===== src/rtl/johnson_phase_decoder.sv =====
// Decodes a sampled Johnson count into a registered one-hot/binary phase, wrap pulse and sticky errors.
// Optional stall watchdog: define JOHNSON_PHASE_DEC_STALL_EN.
module johnson_phase_decoder #(
   parameter int WIDTH     = 4,
   parameter int IDX_W     = 3,
   parameter int WRAP_W    = 8,
   parameter int STALL_LIM = 16
) (
   input  logic               clk,
   input  logic               reset,
   input  logic [WIDTH-1:0]   count_in,
   input  logic               count_vld,
   input  logic               err_clr,
   output logic [2*WIDTH-1:0] phase_onehot,
   output logic [IDX_W-1:0]   phase_idx,
   output logic               phase_vld,
   output logic               wrap_pls,
   output logic [WRAP_W-1:0]  wrap_cnt,
   output logic               locked,
   output logic               err_illegal,
   output logic               err_seq,
   output logic               stall
);
   localparam int               PHASES   = 2 * WIDTH;
   localparam logic [IDX_W-1:0] LAST_IDX = IDX_W'(PHASES - 1);

   if ((2 ** IDX_W) < PHASES || STALL_LIM < 1) begin : g_param_check
      $error("johnson_phase_decoder: IDX_W too narrow for 2*WIDTH phases or STALL_LIM < 1");
   end

   typedef enum logic {SEARCH, LOCKED} state_t;

   state_t           state, state_nxt;
   logic             dec_legal;
   logic [IDX_W-1:0] dec_idx;
   logic [IDX_W-1:0] step_idx;
   logic             is_hold, is_step;
   logic             ill_hit, seq_hit, wrap_hit;

   // Phase k: top k bits set for k <= WIDTH, otherwise top k-WIDTH bits clear and the rest set.
   function automatic logic [WIDTH-1:0] phase_code(input int k);
      logic [WIDTH-1:0] code;
      for (int b = 0; b < WIDTH; b++) begin
         if (k <= WIDTH) code[b] = (WIDTH - 1 - b) < k;
         else            code[b] = (WIDTH - 1 - b) >= (k - WIDTH);
      end
      return code;
   endfunction

   // NOTE: every always_comb output gets a default first so no path can infer a latch.
   always_comb begin
      dec_legal = 1'b0;
      dec_idx   = '0;
      for (int k = 0; k < PHASES; k++) begin
         if (count_in == phase_code(k)) begin
            dec_legal = 1'b1;
            dec_idx   = IDX_W'(k);
         end
      end
   end

   // phase_idx always holds the last legal phase, so it doubles as the previous-sample index.
   assign step_idx = (phase_idx == LAST_IDX) ? '0 : phase_idx + IDX_W'(1);
   assign is_hold  = (dec_idx == phase_idx);
   assign is_step  = (dec_idx == step_idx);

   always_comb begin
      state_nxt = state;
      ill_hit   = 1'b0;
      seq_hit   = 1'b0;
      wrap_hit  = 1'b0;
      if (count_vld) begin
         if (!dec_legal) begin
            ill_hit   = 1'b1;
            state_nxt = SEARCH;
         end else if (state == SEARCH) begin
            state_nxt = LOCKED;
         end else if (is_hold) begin
            state_nxt = LOCKED;
         end else if (is_step) begin
            wrap_hit  = (phase_idx == LAST_IDX);
         end else begin
            seq_hit   = 1'b1;
            state_nxt = SEARCH;
         end
      end
   end

   // NOTE: sequential state uses non-blocking assignments so all registers update together.
   always_ff @(posedge clk) begin
      if (reset) state <= SEARCH;
      else       state <= state_nxt;
   end

   assign locked = (state == LOCKED);

   always_ff @(posedge clk) begin
      if (reset) begin
         phase_onehot <= (2*WIDTH)'(1);
         phase_idx    <= '0;
         phase_vld    <= 1'b0;
         wrap_pls     <= 1'b0;
         wrap_cnt     <= '0;
         err_illegal  <= 1'b0;
         err_seq      <= 1'b0;
      end else begin
         phase_vld <= count_vld && dec_legal;
         wrap_pls  <= wrap_hit;
         if (count_vld && dec_legal) begin
            phase_idx    <= dec_idx;
            phase_onehot <= (2*WIDTH)'(1) << dec_idx;
         end
         if (wrap_hit) wrap_cnt <= wrap_cnt + WRAP_W'(1);
         // A new error in the same cycle as err_clr keeps the flag set.
         if (ill_hit)      err_illegal <= 1'b1;
         else if (err_clr) err_illegal <= 1'b0;
         if (seq_hit)      err_seq <= 1'b1;
         else if (err_clr) err_seq <= 1'b0;
      end
   end

`ifdef JOHNSON_PHASE_DEC_STALL_EN
   localparam int                 STALL_W   = $clog2(STALL_LIM + 1);
   localparam logic [STALL_W-1:0] STALL_MAX = STALL_W'(STALL_LIM);

   logic [STALL_W-1:0] stall_cnt;
   logic               hold_smp;

   assign hold_smp = count_vld && dec_legal && locked && is_hold;

   // Any sample that is not a locked hold (advance, error, SEARCH) restarts the watchdog.
   always_ff @(posedge clk) begin
      if (reset) begin
         stall_cnt <= '0;
         stall     <= 1'b0;
      end else if (count_vld) begin
         if (hold_smp) begin
            if (stall_cnt != STALL_MAX)               stall_cnt <= stall_cnt + STALL_W'(1);
            if (stall_cnt >= STALL_MAX - STALL_W'(1)) stall     <= 1'b1;
         end else begin
            stall_cnt <= '0;
            stall     <= 1'b0;
         end
      end
   end
`else
   assign stall = 1'b0;
`endif

endmodule


===== config.mk =====
export PLATFORM = sky130hd
export DESIGN_NAME = johnson_phase_decoder
export DESIGN_NICKNAME = d
export VERILOG_FILES = /design/src/rtl/johnson_phase_decoder.sv
export SDC_FILE = /design/constraint.sdc
export NUM_CORES = 1
export LEC_CHECK = 0
export BUFFER_PORTS_ARGS = -buffer_cell sky130_fd_sc_hd__clkbuf_2
export CORE_AREA = 5 5 62 64
export DETAILED_ROUTE_END_ITERATION = 7
export DIE_AREA = 0 0 67 69
export PLACE_DENSITY_LB_ADDON = 0.3
export SLEW_MARGIN = 15
export SYNTH_ARGS = -nofsm -noshare
export SYNTH_HDL_FRONTEND = slang
export SYNTH_SLANG_ARGS = --single-unit

===== constraint.sdc =====
create_clock -name clk -period 7.3 [get_ports clk]
set_clock_uncertainty 0.05 [all_clocks]
set_input_delay 1.46 -clock clk [delete_from_list [all_inputs] [get_ports clk]]
set_output_delay 1.46 -clock clk [all_outputs]
set_load 0.02 [all_outputs]

# Yosys cells after proc, flatten, opt, wreduce, memory -nomap -nowiden
# Cells that the tools add are included.
[totals]
reg_bits = 24
elab_cells = 60
[op_classes]
addsub = 2
n_eq_ne = 10
shifts = 1
mux = 35
reduce_logical = 4
[ops]
columns = ["operator", "n"]
rows = [
  ["$mux W1", 28],
  ["$mux W3", 7],
  ["$eq A4 B4 Y1 const B", 4],
  ["$add A8 B1 Y8 const B", 1],
  ["$shl A1 B3 Y8 const A", 1],
  ["$eq A3 B3 Y1", 2],
  ["$eq A4 B1 Y1 const B", 1],
  ["$eq A4 B2 Y1 const B", 1],
  ["$eq A4 B3 Y1 const B", 1],
  ["$logic_not A4 Y1", 1],
  ["$reduce_bool A2 Y1", 2],
  ["$add A3 B1 Y3 const B", 1],
  ["$eq A3 B3 Y1 const B", 1],
  ["$logic_and A1 B1 Y1", 1],
]

# Longest topological paths before layout
# Gate-level depths: netlist of run 1.
[depth]
depth_word = 15
depth_mapped = 9
depth_no_buf = 8

# Worst setup path before layout of run 1
# No wires, ideal clock.
[synth_path]
path_type = "input port to flip-flop"
startpoint = "input count_in[3]"
endpoint = "register wrap_cnt[0]"
setup_ps = 123
arrival_ps = 3123
required_time_ps = 7127
slack_ps = 4004
stages = 9
path_buffers = 3
path_cell_list = "buf_4 -> buf_4 -> nand3b_1 -> a32oi_1 -> a21oi_1 -> o41ai_4 -> buf_4 -> nor2_1 -> mux2_1"
[synth_between]
elab_chain_cells = 14
word_cells_on_any_way = 30
[synth_rtl]
columns = ["item", "line_no", "rtl"]
rows = [
  ["start, declared", "11", "input logic [WIDTH-1:0] count_in,"],
  ["$eq A4 B4 Y1", "55", "if (count_in == phase_code(k)) begin"],
  ["$mux W1", "55", ""],
  ["$mux W3 (6 in a row)", "55", ""],
  ["$eq A3 B3 Y1", "65", "assign is_step = (dec_idx == step_idx);"],
  ["$mux W1", "80", "end else if (is_step) begin"],
  ["$mux W1", "78", "end else if (is_hold) begin"],
  ["$mux W1", "76", "end else if (state == SEARCH) begin"],
  ["$mux W1 (*)", "73", "if (!dec_legal) begin"],
  ["$mux W1 (*)", "72", "if (count_vld) begin"],
  ["end signal, assigned", "113", "if (wrap_hit) wrap_cnt <= wrap_cnt + WRAP_W'(1);"],
  ["end, declared", "18", "output logic [WRAP_W-1:0] wrap_cnt,"],
]
# Mark *: on every way between the ends. The rest lies on a longest branch, timed or not.
# A chain may end at the register's enable or synchronous reset.

# Worst setup path after layout of run 1
# Ends and elaborated chain as after synthesis.

==> flow_metrics.env, run 1 <==
export IMPL_status="completed"
export IMPL_avgSynthCellArea_um2=8.01
export IMPL_cp_max_fo=25
export IMPL_ir_drop_mv=0.0956
export IMPL_max_freq_ghz=0.284
export IMPL_cp_arrival_ps=3680
export IMPL_viasPerCell=5.57
export IMPL_critical_path_slowest_cell="o41ai_4"
export IMPL_die_h_um=69
export IMPL_relSlewSlack_pct=47.4
export IMPL_p_sw_uw=79.6
export IMPL_setup_violations=0
export IMPL_crit_required_ps=7470
export IMPL_cts_htree_levels=1
export IMPL_gp_congestion=0.831
export IMPL_slew_viol_final=0
export IMPL_grt_overflow_total=0
export IMPL_wl_per_cell_um=13.9
export IMPL_hold_buffers=0
export IMPL_cts_resized=0
export IMPL_comb_power_share_pct=21.6
export IMPL_tightest_slew_ps=788
export IMPL_syn_nets=200
export IMPL_yosys_warnings=0
export IMPL_syn_to_final_growth_pct=10.6
export IMPL_holdPathStages=2
export IMPL_yosys_area_top_type="dfxtp_1"
export IMPL_yosys_top_cells_count="dfxtp_1 (24), a21oi_1 (17), nor2_1 (17)"
export IMPL_rsz0062_at_grt="no"
export IMPL_cts_root_buffer_cell="clkbuf_4"
export IMPL_seq_area_frac_synth_pct=31.7
export IMPL_fillers=335
export IMPL_synth_edf_count=0
export IMPL_initial_utilization_pct=46.8
export IMPL_io_pins=33
export IMPL_rr_worst_depth=8
export IMPL_rows=21
export IMPL_ys_seq_elements=24
export IMPL_n_antenna_cell=0
export IMPL_drive_above_1_share_pct=19.0
export IMPL_routed_wl_um=3570
export IMPL_p_int_uw=185
export IMPL_clock_path_buffers=2
export IMPL_cts_setup_buffers=0
export IMPL_cts_tree="done"
export IMPL_cp_slowest_stage_delay_ps=760
export IMPL_crit_chain="clkbuf_2 -> nand3b_1 -> a32oi_1 -> a21oi_1 -> o41ai_4 -> nor2_1 -> mux2_1"
export IMPL_clkLatencyLatePin_ps=310
export IMPL_finalCritPeriodShare_pct=48.2
export IMPL_io_buffers=31
export IMPL_synth_cell_types=51
export IMPL_startpoint_type="primary input"
export IMPL_fin_crit_ps=3520
export IMPL_clockPowerShare_pct=26.1
export IMPL_numCtsBuffers=3
export IMPL_crit_path_end_kind="flop"
export IMPL_cellPowerDensity_nw_per_um2=158
export IMPL_hold_class="flop to flop"
export IMPL_final_nets=222
export IMPL_syn_inst=189
export IMPL_multiInputGateArea_um2=915
export IMPL_cap_violations=0
export IMPL_grt_pass1_wl_um=6120
export IMPL_crit_type="primary input to flop"
export IMPL_drtIter0Drc=105
export IMPL_dieArea_um2=4620
export IMPL_synthArstFlopShare_pct=0
export IMPL_seqCellArea_um2=480
export IMPL_coreArea_um2=3230
export IMPL_grt_max_degree=26
export IMPL_grtUsageTotal_pct=16.5
export IMPL_dpl_hpwl_um=2590
export IMPL_netlist_area_um2=1510
export IMPL_die_w_um=67
export IMPL_cts_sinks=24
export IMPL_setup_ws_ps=3780
export IMPL_grt_pass1_vias=1321
export IMPL_antenna_found_initial=0
export IMPL_seq_power_share_pct=52.3
export IMPL_switching_share_pct=30.1
export IMPL_hold_viol_final=0
export IMPL_route_detailed_drc=0
export IMPL_power_static_leakage_nw=0.659
export IMPL_synth_area_top_cells="dfxtp_1 (32%), a21oi_1 (5.6%), nor2_1 (4.2%)"
export IMPL_synth_flop_cell="dfxtp_1"
export IMPL_place_ws_ps=3470
export IMPL_fin_tns_setup_ps=0
export IMPL_antenna_left=0
export IMPL_firstDrtPassIters=4
export IMPL_yosysMostFrequentCell="dfxtp_1"
export IMPL_vias=1426
export IMPL_clk_pin_slew_ps=120
export IMPL_synth_top_area_share_pct=31.7
layout make-up:
class                      count  share of cell area (%)
clock buffer                   4                    2.17
inverter                       8                    1.79
multi-input combinational    143                    54.6
sequential                    24                    28.7
tap                           46                    3.44
timing repair buffer          31                    9.27
cells in the final DEF, fill, tap and decap left out, types with 2 or more instances in the layout:
cell / Yosys / routed
o21a_1: 4 / 4
o31ai_1: 7 / 7
o21ai_0: 5 / 5
and3_1: 2 / 2
clkbuf_2: 0 / 31
o21ai_1: 3 / 3
nand4_1: 3 / 3
or4_1: 6 / 6
a21oi_1: 17 / 17
nand2b_1: 7 / 7
nand3_1: 10 / 10
nor2_1: 17 / 17
mux2i_1: 3 / 3
clkbuf_4: 0 / 3
dfxtp_1: 24 / 24
xor2_1: 2 / 2
a311oi_1: 2 / 2
nand2_1: 13 / 13
mux2_1: 2 / 2
nor3_1: 6 / 6
inv_1: 8 / 8
ha_1: 3 / 3
nor2b_1: 6 / 6
worst paths after layout:
kind                                 from                           end  slack (ps)
max                           count_in[3]      wrap_cnt[0]$_SDFFE_PP0P_        3780
min          phase_onehot[5]$_SDFFE_PP0P_  phase_onehot[5]$_SDFFE_PP0P_         420
max reg2reg     phase_idx[0]$_SDFFE_PP0P_      wrap_cnt[0]$_SDFFE_PP0P_        4480
min reg2reg  phase_onehot[5]$_SDFFE_PP0P_  phase_onehot[5]$_SDFFE_PP0P_         420
metal layers:
metal	global-route usage, %	vias to the layer above	wire (um)
met2	25.3	36	1630
met4	3.83	0	25
met1	23.1	652	1680
met3	3.73	5	230
li1	-	733	-
met5	0	-	0
cells by family after synthesis:
group	synth area share [%]
AOI/OAI and AO/OA	25.1
DFF	31.7
other	0.248
muxes	3.47
xor gates and xnor gates	1.74
and+or+nand+nor	27.4
adders and majority gates	2.48
buffers and inverters	7.85
state kept, by name (all words and copies together) (netlist names):
name and flops:
phase_onehot 8, wrap_cnt 8, phase_idx 3, err_illegal 1, err_seq 1, locked 1, phase_vld 1, wrap_pls 1
worst max-delay path, delay by kind of cell:
kind | cells | cell delay, ps
simple gates | 2 | 360
compound gates | 3 | 1110
mux | 1 | 350
buf+inv | 1 | 390
power groups by stage:
stage                     logic, mW  clock network [mW]  registers (mW)
after floorplan              0.0410                   0           0.145
after global placement       0.0564                   0           0.141
after detailed placement     0.0565                   0           0.141
after CTS                    0.0568              0.0724           0.138
after global routing         0.0631              0.0785           0.139
final                        0.0573              0.0692           0.138
through the flow:
stage	instances	hold slack [ps]	cell area [um^2]	total power, mW	util [%]
global route	256	441	1670	0.281	51.8
finish	256	417	1670	0.265	51.8
detailed placement	252	403	1640	0.198	50.7
CTS	256	422	1670	0.268	51.8
floorplan	189	478	1510	0.186	-
global placement	252	398	1640	0.198	50.7
(Power assumes the default switching activity.)
==> inputs of run 2 (changes only) <==
- clock period: 7.3 -> 3.5 ns (I/O delays scaled with it)
==> run 2 against run 1 <==
  * Flip-flop and latch count stayed put
  * Sequential power grew 110%
  * First-iteration DRC count decreased by 36%
  * Die area did not move
  * Highest routed layer unchanged
==> flow_metrics.env, run 2 (same netlist as run 1, synthesis figures left out) <==
export IMPL_status="completed"
export IMPL_routed_wl_um=3540
export IMPL_firstDrtPassIters=5
export IMPL_rr_worst_depth=9
export IMPL_clock_path_buffers=2
export IMPL_crit_required_ps=3660
export IMPL_cts_htree_levels=1
export IMPL_clockPowerShare_pct=25.8
export IMPL_syn_to_final_growth_pct=11.1
export IMPL_holdWs_ps=411
export IMPL_fin_crit_ps=2770
export IMPL_vias=1453
export IMPL_route_detailed_drc=0
export IMPL_dpl_hpwl_um=2570
export IMPL_final_common_cell="clkbuf_2"
export IMPL_seq_power_share_pct=52.3
export IMPL_comb_power_share_pct=21.9
export IMPL_grt_overflow_total=0
export IMPL_drtIter0Drc=67
export IMPL_wl_per_cell_um=13.8
export IMPL_tightest_slew_ps=835
export IMPL_startpoint_type="primary input"
export IMPL_antenna_left=0
export IMPL_antenna_found_initial=0
export IMPL_p_sw_uw=166
export IMPL_grt_pass1_wl_um=5940
export IMPL_initial_utilization_pct=46.8
export IMPL_stdcell_area_um2=1680
export IMPL_worstHoldStart="phase_onehot[6]$_SDFFE_PP0P_"
export IMPL_cts_tree="done"
export IMPL_finalCritPeriodShare_pct=79.2
export IMPL_crit_path_end_kind="flop"
export IMPL_fillers=320
export IMPL_numCtsBuffers=3
export IMPL_mostFrequentLayoutCells="clkbuf_2 (31), dfxtp_1 (24), a21oi_1 (17), nor2_1 (17), nand2_1 (13)"
export IMPL_hold_viol_final=0
export IMPL_final_nets=223
export IMPL_cp_arrival_ps=2930
export IMPL_ir_drop_mv=0.227
export IMPL_relSlewSlack_pct=44.2
export IMPL_cts_setup_buffers=0
export IMPL_die_w_um=67
export IMPL_p_int_uw=388
export IMPL_reg2reg_to="wrap_cnt[4]$_SDFFE_PP0P_"
export IMPL_grt_max_degree=26
export IMPL_n_antenna_cell=0
export IMPL_crit_type="primary input to flop"
export IMPL_clk_pin_slew_ps=120
export IMPL_viasPerCell=5.65
export IMPL_endpoint="wrap_cnt[0]$_SDFFE_PP0P_"
export IMPL_switching_share_pct=29.9
export IMPL_place_area_um2=1650
export IMPL_gp_congestion=0.888
export IMPL_cts_resized=0
export IMPL_r2r_slack_ps=880
export IMPL_slew_viol_final=0
export IMPL_setup_violations=0
export IMPL_hold_buffers=0
export IMPL_max_freq_ghz=0.361
export IMPL_regToRegStartpoint="phase_idx[0]$_SDFFE_PP0P_"
export IMPL_clkLatencyLatePin_ps=310
export IMPL_reg_top3="phase_onehot x8, wrap_cnt x8, phase_idx x3"
export IMPL_power_static_leakage_nw=0.663
export IMPL_fin_tns_setup_ps=0
export IMPL_rsz0062_at_grt="no"
export IMPL_grtUsageTotal_pct=15.9
export IMPL_die_h_um=69
export IMPL_grt_pass1_vias=1324
export IMPL_io_buffers=31
export IMPL_cts_sinks=24
export IMPL_drive_above_1_share_pct=19.4
export IMPL_hold_class="flop to flop"
export IMPL_cap_violations=0
export IMPL_dieArea_um2=4620
export IMPL_cp_max_fo=25
export IMPL_io_pins=33
export IMPL_rows=21
export IMPL_critPathLaunch="count_in[3]"
export IMPL_coreArea_um2=3230
export IMPL_cts_root_buffer_cell="clkbuf_4"
export IMPL_cellPowerDensity_nw_per_um2=329
## run 2: cell types whose count changed in the layout (fill, tap and decap cells not counted), sizes merged
cell,delta
buf,+1
## run 2: worst max-delay path, cell delays in order
cell and delay (ps):
clkbuf_2 380, mux2_1 380, o21ai_1 80, a21oi_1 110, o311ai_2 760, nor2_1 170
mux2_1 340
## run 2: area by class of cell
class	instances	area [um^2]	share of cell area, %
clock buffer	4	36.3	2.16
inverter	8	30.0	1.79
multi-input combinational	143	915	54.4
sequential	24	480	28.6
tap	46	57.6	3.42
timing repair buffer	32	163	9.67
## run 2: power groups by stage
stage	Clock [mW]	Sequential (mW)	Combinational (mW)
after global placement	0	0.295	0.119
after CTS	0.151	0.289	0.120
final	0.143	0.289	0.121
after floorplan	0	0.303	0.0855
after global routing	0.162	0.291	0.133
after detailed placement	0	0.295	0.119
## run 2: metrics by stage
stage	cells	total power, mW	setup slack, ps	utilization, %
6_report	257	0.553	729	52.0
5_1_grt	257	0.585	497	52.0
4_1_cts	257	0.560	778	52.0
3_5_place_dp	253	0.414	429	50.9
3_3_place_gp	253	0.414	472	50.9
2_1_floorplan	189	0.389	964	-
## run 2: worst min path at each step
stage / slack, ps / endpoint / cells past startpoint
after detailed placement: 400 / phase_onehot[5]$_SDFFE_PP0P_ / 2
final: 410 / phase_onehot[6]$_SDFFE_PP0P_ / 2
after global placement: 400 / phase_onehot[6]$_SDFFE_PP0P_ / 2
after floorplan: 480 / phase_onehot[5]$_SDFFE_PP0P_ / 2
after CTS: 420 / phase_onehot[5]$_SDFFE_PP0P_ / 2
after global routing: 450 / phase_onehot[6]$_SDFFE_PP0P_ / 2
## run 2: layer usage
metal / track usage, % / wire length [um] / vias up / part of all wire [%]
met2: 23.8 / 1580 / 54 / 44
met1: 21.2 / 1650 / 659 / 46
met5: 0 / 0 / - / 0
met4: 4.28 / 59 / 0 / 1.7
li1: - / - / 734 / -
met3: 5.84 / 260 / 6 / 7.3
==> inputs of run 3 (changes only) <==
- clock period: 3.5 -> 2.55 ns (I/O delays scaled with it)
==> run 3 against run 2 <==
  * Cell area increased by 8.0%
  * First-iteration DRC count is 51% higher
  * Global-route usage is 1.7 points higher
  * Clock-buffer cell count unchanged
  * Die area unchanged
  * Largest power group unchanged
  * Clock power grew 38%
  * Combinational power increased by 61%
  * Wire length up 5.1%
  * Register-to-register slack worse by 750 ps
  * Flip-flop and latch count is the same
  * Critical path depth up 3
==> flow_metrics.env, run 3 (same netlist as run 1, synthesis figures left out) <==
export IMPL_fin_crit_ps=2420
export IMPL_final_nets=239
export IMPL_coreArea_um2=3230
export IMPL_crit_required_ps=2750
export IMPL_setup_violations=0
export IMPL_hold_viol_final=0
export IMPL_grt_pass1_vias=1387
export IMPL_io_pins=33
export IMPL_utilization_pct=56.2
export IMPL_die_w_um=67
export IMPL_grt_overflow_total=0
export IMPL_clkLatencyLatePin_ps=310
export IMPL_max_freq_ghz=0.413
export IMPL_n_antenna_cell=0
export IMPL_dpl_hpwl_um=2860
export IMPL_cap_violations=0
export IMPL_clk_pin_slew_ps=130
export IMPL_r2r_slack_ps=130
export IMPL_drive_above_1_share_pct=26.4
export IMPL_syn_to_final_growth_pct=20.0
export IMPL_rsz0062_at_grt="no"
export IMPL_finalCritPeriodShare_pct=94.9
export IMPL_cts_tree="done"
export IMPL_cp_arrival_ps=2620
export IMPL_power_static_leakage_nw=0.745
export IMPL_cts_sinks=24
export IMPL_setup_ws_ps=130
export IMPL_ir_drop_mv=0.328
export IMPL_path_buf_inv=3
export IMPL_reg_top3="phase_onehot x8, wrap_cnt x8, phase_idx x3"
export IMPL_crit_chain="ha_1 -> buf_4 -> nor3_1 -> a21oi_1 -> nor4_1 -> buf_4 -> o41ai_4 -> buf_6 -> or4_1 -> a21oi_1"
export IMPL_antenna_found_initial=0
export IMPL_critical_path_slowest_cell="or4_1"
export IMPL_rr_worst_depth=10
export IMPL_cp_max_fo=13
export IMPL_reg2reg_to="wrap_cnt[6]$_SDFFE_PP0P_"
export IMPL_holdPathStages=2
export IMPL_io_buffers=31
export IMPL_cellPowerDensity_nw_per_um2=432
export IMPL_firstDrtPassIters=5
export IMPL_drtIter0Drc=101
export IMPL_place_ws_ps=6.53
export IMPL_vias=1479
export IMPL_final_common_cell="clkbuf_2"
export IMPL_gp_congestion=0.938
export IMPL_hold_buffers=0
export IMPL_crit_path_end_kind="flop"
export IMPL_min_to="phase_onehot[6]$_SDFFE_PP0P_"
export IMPL_grtUsageTotal_pct=17.6
export IMPL_rows=21
export IMPL_route_detailed_drc=0
export IMPL_dieArea_um2=4620
export IMPL_cp_slowest_stage_delay_ps=510
export IMPL_wl_per_cell_um=13.6
export IMPL_cts_htree_levels=1
export IMPL_holdWs_ps=418
export IMPL_slew_viol_final=0
export IMPL_hold_class="flop to flop"
export IMPL_mostFrequentLayoutCells="clkbuf_2 (31), dfxtp_1 (24), nor2_1 (17)"
export IMPL_initial_utilization_pct=46.8
export IMPL_regToRegStartpoint="phase_idx[0]$_SDFFE_PP0P_"
export IMPL_numCtsBuffers=3
export IMPL_startpoint_type="flop"
export IMPL_viasPerCell=5.42
export IMPL_routed_wl_um=3720
export IMPL_clock_path_buffers=2
export IMPL_grt_pass1_wl_um=6510
export IMPL_crit_family="simple AND/OR/NAND/NOR gates"
export IMPL_crit_type="flop to flop"
export IMPL_fillers=328
export IMPL_fin_tns_setup_ps=0
export IMPL_worstHoldStart="phase_onehot[6]$_SDFFE_PP0P_"
export IMPL_die_h_um=69
export IMPL_status="completed"
export IMPL_antenna_left=0
export IMPL_cts_root_buffer_cell="clkbuf_4"
export IMPL_grt_max_degree=22
export IMPL_power_uw=785
[run 3: changes by cell type in the layout (fill, tap and decap cells not counted)]
cell	previous run	this run
o21ai_0	5	4
a21oi_1	17	15
a21oi_2	1	3
buf_6	0	1
or4_1	6	5
or4_4	0	1
buf_4	1	16
o21ai_1	3	4
[run 3: final cells by class]
| cell class | count | area, um^2 | share of cell area [%] |
|---|---|---|---|
| repair buffers | 48 | 287 | 15.8 |
| multi-input cells | 143 | 926 | 51.0 |
| inverters | 8 | 30.0 | 1.65 |
| flip-flops and latches | 24 | 480 | 26.4 |
| well taps | 46 | 57.6 | 3.17 |
| clock buffers | 4 | 36.3 | 2.00 |
[run 3: repair_timing]
action,CTS,global route
setup endpoints to repair,0,6
resized for setup,0,5
buffers inserted,0,0
[run 3: routing by layer]
metal	global-route usage, %	routed length (um)	up-vias
met3	5.52	215	6
met4	4.50	37	0
li1	-	-	764
met5	0	0	-
met1	25.0	1800	658
met2	25.4	1670	51
[run 3: how the worst max path moves through the flow]
stage,depth (start not counted),endpoint,slack (ps),start
final,10,wrap_cnt[6]$_SDFFE_PP0P_,130,phase_idx[0]$_SDFFE_PP0P_
after global routing,9,wrap_cnt[6]$_SDFFE_PP0P_,20,phase_idx[0]$_SDFFE_PP0P_
after CTS,9,wrap_cnt[7]$_SDFFE_PP0P_,60,phase_idx[0]$_SDFFE_PP0P_
after detailed placement,9,wrap_cnt[7]$_SDFFE_PP0P_,7,count_in[2]
after global placement,9,wrap_cnt[5]$_SDFFE_PP0P_,50,count_in[2]
after floorplan,9,wrap_cnt[0]$_SDFFE_PP0P_,110,phase_idx[0]$_SDFFE_PP0P_
[run 3: per-stage QoR]
stage               cells  instance area (um^2)
floorplan             189                  1510
global placement      269                  1770
detailed placement    269                  1770
global route          273                  1820
finish                273                  1820
CTS                   273                  1800
[run 3: power breakdown]
| part | internal [mW] | total [mW] | switching [mW] |
|---|---|---|---|
| clock network | 0.0872 | 0.198 | 0.111 |
| registers | 0.386 | 0.392 | 0.00629 |
| logic | 0.0771 | 0.195 | 0.118 |
| total | 0.550 | 0.785 | 0.235 |
[run 3: tightest hold or removal path, delay by kind of cell, from the launching register on]
| family | cells | cell delay [ps] |
|---|---|---|
| flip-flops | 1 | 340 |
| AND/OR/NAND/NOR | 1 | 50 |
| AO/OA/AOI/OAI | 1 | 50 |
